## src/rtl/ahb_pkg.sv

```systemverilog
// rtl/ahb_pkg.sv - shared AHB-Lite encodings and bridge FSM state type
package ahb_pkg;

    localparam logic HTRANS_IDLE   = 1'b0;
    localparam logic HTRANS_NONSEQ = 1'b1;

    localparam logic HRESP_OKAY  = 1'b0;
    localparam logic HRESP_ERROR = 1'b1;

    localparam logic [2:0] HSIZE_BYTE = 3'b000;
    localparam logic [2:0] HSIZE_HALF = 3'b001;
    localparam logic [2:0] HSIZE_WORD = 3'b010;

    localparam logic RD = 1'b0;
    localparam logic WR = 1'b1;

    typedef enum logic {
        RUN  = 1'b0,
        ERR1 = 1'b1
    } ahb_state_e;

endpackage

```

## src/rtl/ahb_master.sv

```systemverilog
// rtl/ahb_master.sv - AHB-Lite initiator: request interface to pipelined single NONSEQ transfers
module ahb_master
    import ahb_pkg::*;
#(
    parameter int          DATA_WIDTH = 32,
    parameter int          ADDR_WIDTH = 32,
    parameter logic [2:0]  HSIZE      = HSIZE_WORD
) (
    input  logic                  i_clk_ahb,
    input  logic                  i_rstn_ahb,
    input  logic                  i_valid,
    input  logic                  i_rd0_wr1,
    input  logic [ADDR_WIDTH-1:0] i_addr,
    input  logic [DATA_WIDTH-1:0] i_wr_data,
    output logic                  o_ready,
    output logic                  o_rd_valid,
    output logic [DATA_WIDTH-1:0] o_rd_data,
    output logic                  o_err,
    output logic                  o_htrans,
    output logic [2:0]            o_hsize,
    output logic                  o_hwrite,
    output logic [ADDR_WIDTH-1:0] o_haddr,
    output logic [DATA_WIDTH-1:0] o_hwdata,
    output logic                  o_hselx,
    input  logic                  i_hready,
    input  logic                  i_hresp,
    input  logic [DATA_WIDTH-1:0] i_hrdata
);

    ahb_state_e            state_q, state_d;
    logic                  a_vld_q, a_vld_d;
    logic [ADDR_WIDTH-1:0] a_addr_q, a_addr_d;
    logic                  a_write_q, a_write_d;
    logic [DATA_WIDTH-1:0] a_wdata_q, a_wdata_d;
    logic                  d_vld_q, d_vld_d;
    logic                  d_write_q, d_write_d;
    logic [DATA_WIDTH-1:0] d_wdata_q, d_wdata_d;
    logic                  accept;

    assign o_ready = (state_q == RUN) && (i_hready || !a_vld_q);
    assign accept  = i_valid && o_ready;

    always_ff @(posedge i_clk_ahb or negedge i_rstn_ahb) begin
        if (!i_rstn_ahb) begin
            state_q   <= RUN;
            a_vld_q   <= 1'b0;
            a_addr_q  <= '0;
            a_write_q <= 1'b0;
            a_wdata_q <= '0;
            d_vld_q   <= 1'b0;
            d_write_q <= 1'b0;
            d_wdata_q <= '0;
        end else begin
            state_q   <= state_d;
            a_vld_q   <= a_vld_d;
            a_addr_q  <= a_addr_d;
            a_write_q <= a_write_d;
            a_wdata_q <= a_wdata_d;
            d_vld_q   <= d_vld_d;
            d_write_q <= d_write_d;
            d_wdata_q <= d_wdata_d;
        end
    end

    always_comb begin
        state_d   = state_q;
        a_vld_d   = a_vld_q;
        a_addr_d  = a_addr_q;
        a_write_d = a_write_q;
        a_wdata_d = a_wdata_q;
        d_vld_d   = d_vld_q;
        d_write_d = d_write_q;
        d_wdata_d = d_wdata_q;
        o_err     = 1'b0;

        case (state_q)
            RUN: begin
                if (d_vld_q && (i_hresp == HRESP_ERROR) && !i_hready) begin
                    // First ERROR cycle: withdraw the pending address phase.
                    state_d = ERR1;
                    a_vld_d = 1'b0;
                end else if (i_hready) begin
                    d_vld_d   = a_vld_q;
                    d_write_d = a_write_q;
                    d_wdata_d = a_wdata_q;
                    a_vld_d   = accept;
                    if (accept) begin
                        a_addr_d  = i_addr;
                        a_write_d = i_rd0_wr1;
                        a_wdata_d = i_wr_data;
                    end
                end else if (accept) begin
                    // Empty A-stage may fill while the data phase waits.
                    a_vld_d   = 1'b1;
                    a_addr_d  = i_addr;
                    a_write_d = i_rd0_wr1;
                    a_wdata_d = i_wr_data;
                end
            end
            ERR1: begin
                if (i_hready) begin
                    o_err   = 1'b1;
                    d_vld_d = 1'b0;
                    state_d = RUN;
                end
            end
            default: state_d = RUN;
        endcase
    end

    assign o_htrans   = a_vld_q ? HTRANS_NONSEQ : HTRANS_IDLE;
    assign o_hselx    = o_htrans;
    assign o_hsize    = HSIZE;
    assign o_hwrite   = a_write_q;
    assign o_haddr    = a_addr_q;
    assign o_hwdata   = (d_vld_q && (d_write_q == WR)) ? d_wdata_q : '0;
    assign o_rd_valid = d_vld_q && (d_write_q == RD) && i_hready && (i_hresp == HRESP_OKAY);
    assign o_rd_data  = o_rd_valid ? i_hrdata : '0;

endmodule

```

## config.mk

```make
export PLATFORM = sky130hd
export DESIGN_NAME = ahb_master
export DESIGN_NICKNAME = d
export VERILOG_FILES = /design/src/rtl/ahb_pkg.sv /design/src/rtl/ahb_master.sv
export SDC_FILE = /design/constraint.sdc
export NUM_CORES = 1
export LEC_CHECK = 0
export CORE_MARGIN = 3
export CORE_UTILIZATION = 42
export CTS_CLUSTER_SIZE = 16
export DETAILED_ROUTE_END_ITERATION = 6
export PLACE_DENSITY_LB_ADDON = 0.12
export SYNTH_ARGS = -nofsm -noshare
export SYNTH_HDL_FRONTEND = slang
export SYNTH_SLANG_ARGS = --single-unit
export TNS_END_PERCENT = 30
```

## constraint.sdc

```tcl
create_clock -name i_clk_ahb -period 1.7 [get_ports i_clk_ahb]
set_clock_uncertainty 0.1 [all_clocks]
set_input_delay 0.34 -clock i_clk_ahb [delete_from_list [all_inputs] [get_ports i_clk_ahb]]
set_output_delay 0.34 -clock i_clk_ahb [all_outputs]
set_load 0.01 [all_outputs]
```

Word-level counts from Yosys, hierarchy flattened

Index checks and enable logic that the tools add are counted.

Equal/unequal tests: 3
Mux-type cells: 15
Bitwise operators: 4
Reduce and logical (&&, ||, !) cells: 16

Operator list:

| operator             | number |
|---|---|
| $mux W32             | 2 |
| $mux W1              | 11 |
| $reduce_and A3 Y1    | 3 |
| $logic_and A1 B1 Y1  | 8 |
| $ne A2 B2 Y1 const B | 3 |
| $not A1 Y1           | 4 |
| $pmux W1 S2          | 2 |
| $reduce_bool A3 Y1   | 1 |
| $logic_not A1 Y1     | 2 |
| $reduce_and A2 Y1    | 1 |
| $logic_or A1 B1 Y1   | 1 |

Register bits: 101
Bits of input ports: 102
Output and inout bits: 105
Logic and storage cells: 46

Logic depth before layout (Yosys ltp)

Depth after elaboration: 7
Mapped depth: 6
Mapped depth without buffers: 3

Least setup slack after synthesis

Ideal clock, no wire load.

Path kind: flip-flop to output port
Start point: register d_vld_q
End point: output o_rd_data[18]
Arrival: 1.144 ns
Required time: 1.260 ns
Setup slack: 0.116 ns
Stages on the path, launching flop included: 5
Path buffers: 2
Cells stage by stage: dfrtp_1 -> buf_2 -> nor4b_4 -> buf_6 -> and2_1

Word-level cells in the longest chain between the ends: 4

Ends and longest elaborated chain:

| item                             | RTL line          | text |
|---|---|---|
| start, declared                  | ahb_master.sv:35  | `logic d_vld_q, d_vld_d;` |
| start signal, assigned           | ahb_master.sv:59  | `d_vld_q <= d_vld_d;` |
| $logic_and A1 B1 Y1 (3 in a row) | ahb_master.sv:117 | `assign o_rd_valid = d_vld_q && (d_write_q == RD) && i_hready && (i_hresp == HRESP_OKAY);` |
| net o_rd_valid                   | ahb_master.sv:16  | `output logic o_rd_valid,` |
| $mux W32                         | ahb_master.sv:118 | `assign o_rd_data = o_rd_valid ? i_hrdata : '0;` |
| end, declared                    | ahb_master.sv:17  | `output logic [DATA_WIDTH-1:0] o_rd_data,` |

The timed path passes the listed nets, and every way through them passes these cells.

Final worst setup path

Start point: register d_write_q
End point: output o_rd_data[0]

Word-level cells in the longest chain between the ends: 5

Ends and longest elaborated chain:

| item                             | RTL line          | text |
|---|---|---|
| start, declared                  | ahb_master.sv:36  | `logic d_write_q, d_write_d;` |
| start signal, assigned           | ahb_master.sv:60  | `d_write_q <= d_write_d;` |
| $not A1 Y1                       | ahb_master.sv:117 |  |
| $logic_and A1 B1 Y1 (3 in a row) | ahb_master.sv:117 |  |
| $mux W32                         | ahb_master.sv:118 |  |

Every way passes these cells.

==> metrics.txt <==
initial antenna violation count=1; DR WL/cell=18.18 µm; worst vdd ir=0.0005910 V; clk slew on worst S/H paths=0.11 ns; GRT Total Usage=19.28%; placed cell count=637; outcome=complete, but fails checks; share of cells above drive strength 1=45.08%; largest stage delay on the critical path=0.45 ns; max_cap viols=0; pwr/cell area=1103 mW/mm²; Critical Path Sink Type=output port; Post-synth EDFFs=0; final core occ=67.39%; Final #Nets=625; crit path max fanout=5; Ys Warns=0; failing checks=negative setup slack; Mapped Avg Cell Area=14.83 µm²; Cells after Synth=306; Synth top cells by count=dfrtp_1 (101), mux2_4 (50), mux2_2 (48); post-synth top area cell=dfrtp_1; worst reg-to-reg setup slack=-0.04 ns; CP max stage cell=dfrtp_2; CTS Root Cell=clkbuf_8; post-route ant nets=0; Highest Clock Rate=466.7 MHz; TritonRoute pass-1 iters=4; sequential area share after synthesis=55.69%; Primary FF master, synth=dfrtp_1; Mapped Area=0.004538 mm²; clock tree from TritonCTS=done; Tcrit/Tclk final=126.0%; hold crit path type=input pin to async pin; clock buffer depth=2; Vias=3161; DP HPWL=8402 µm; Synth async-reset ratio=100.0%; count leader, synth=dfrtp_1; total wire length=12070 µm; CTS Sinks=101; final slew viol count=0; htree depth=3; Worst Setup Start Kind=flop; Leak Pwr=3.476 nW; CP Buf/Inv Count=4; RR Endpoint=o_haddr[30]$_DFFE_PN0P_; total die area=0.01209 mm²; post-synthesis register bit count=101; area share of the largest cell type after synthesis=55.69%; gp weighted congestion=0.7143; Core Footprint=0.01042 mm²; num rows=37; RSZ-0062 raised after global routing=yes; largest net degree at the start of global routing=53; WP data required=1.26 ns; Starting Density=43.57%; Crit Path Class=flop to output port; number of I/O port buffers=203; drt drc=0; depth of the worst register-to-register path=5; die height=109.9 µm; I/O pin count=207; DR vias/cell=4.761; CP arrival=1.70 ns; final setup violation count=74; worst r2r src=d_vld_q$_DFFE_PN0P_; GRT overflow=0; Area Overhead vs Synth=54.67%; number of global-route vias before repair=3443; total CTS buffers=9; post-place setup slack=-0.8653 ns; crit path time final=2.143 ns; Distinct cells, synth=21; Antenna diodes=0; largest delay contributor family on the critical path=buffers and inverters; CP cell instances=nor4b_4, buf_4, clkbuf_16, buf_12, and2_4, buf_6; Pwr Total=7.745 mW; non-filler cells, final=664; first-pass GRT wire length=17830 µm; initial DRC count=75; Final WS setup=-0.4428 ns; final-report hold violation count=0; Worst-Skew Late Latency=0.35 ns; Synth area leaders=dfrtp_1 (56%), mux2_4 (17%), mux2_2 (12%), and3_1 (4.4%), and2_1 (3.7%); Die X=109.9 µm
cell families (layout without fill, tap and decap cells):
logic type | Yosys count | after routing | synth area share, %
muxes | 98 | 98 | 28.45
and+or+nand+nor | 72 | 72 | 10.31
AOI/OAI and AO/OA | 7 | 7 | 1.130
buffers and inverters | 26 | 247 | 4.246
other | 2 | 3 | 0.1655
DFF | 101 | 101 | 55.69
timing repair:
action	4_1_cts	5_1_grt
endpoints found under the setup margin	164	137
pin swaps	13	13
cloned	2	2
hold buffers	1	0
resized for setup	204	112
hold endpoints to repair	101	0
setup buffers	6	2
per-layer routing:
metal  vias to the layer above  part of all wire, %  global-route usage (%)
met1                      1546                   38                   21.65
met4                         2                 0.99                   4.274
li1                       1477                    -                       -
met3                        10                  8.9                   6.342
met2                       126                   52                   35.31
met5                         -                 0.12                       0
cells in the final DEF (no fill, tap or decap), types with 12 or more instances in the layout:
| master | count |
|---|---|
| and2_1 | 12 |
| and2_4 | 21 |
| and3_1 | 32 |
| buf_2 | 17 |
| buf_4 | 13 |
| buf_6 | 27 |
| clkbuf_2 | 24 |
| clkdlybuf4s50_1 | 98 |
| dfrtp_1 | 97 |
| dlygate4sd2_1 | 32 |
| mux2_2 | 47 |
| mux2_4 | 51 |
metrics by stage:
stage | instance area [µm²] | hold WS [ns] | setup TNS [ns]
6_report | 7019 | 0.2081 | -13.55
2_1_floorplan | 4542 | -0.05559 | 0
5_1_grt | 7019 | 0.1812 | -19.65
3_5_place_dp | 6745 | 0.04609 | -68.62
4_1_cts | 7029 | 0.1983 | -32.09
3_3_place_gp | 6745 | 0.04640 | -68.76
final cells by class:
class | instances | area [µm²]
clock buffer | 10 | 137.6
fill | 799 | 3397
multi-input combinational | 180 | 1888
tap | 136 | 170.2
clock inverter | 6 | 91.34
sequential | 101 | 2532
timing repair buffer | 230 | 2196
inverter | 1 | 3.754
worst reg2reg max path: stages (launching register included):
cell and delay, ns:
dfrtp_2 0.42, buf_12 0.17, a21oi_4 0.07, o21ai_4 0.22
buf_12 0.27, mux2_2 0.37
flip-flops by register name (all words and copies together), names as in the netlist:
| signal | cells |
|---|---|
| a_wdata_q | 32 |
| d_wdata_q | 32 |
| o_haddr | 32 |
| a_vld_q | 1 |
| d_vld_q | 1 |
| d_write_q | 1 |
| o_hwrite | 1 |
| state_q | 1 |
where the power goes:
| group | total, mW | leakage (nW) | internal (mW) | switching, mW |
|---|---|---|---|---|
| Sequential | 3.44 | 1.18 | 3.09 | 0.352 |
| Combinational | 2.58 | 2.18 | 1.59 | 0.991 |
| Clock | 1.73 | 0.118 | 0.884 | 0.845 |
| Total | 7.74 | 3.48 | 5.56 | 2.19 |
worst max-delay path by stage:
stage	from	to	slack, ns	depth (start not counted)
after floorplan	d_vld_q$_DFFE_PN0P_	o_rd_data[18]	0.12	4
after global placement	i_hready	o_rd_data[27]	-0.87	6
after detailed placement	i_hready	o_rd_data[5]	-0.87	6
after CTS	d_write_q$_DFFE_PN0P_	o_rd_data[1]	-0.54	5
after global routing	d_write_q$_DFFE_PN0P_	o_rd_data[10]	-0.51	5
final	d_write_q$_DFFE_PN0P_	o_rd_data[0]	-0.44	6
Power figures use the tool's default switching activity.
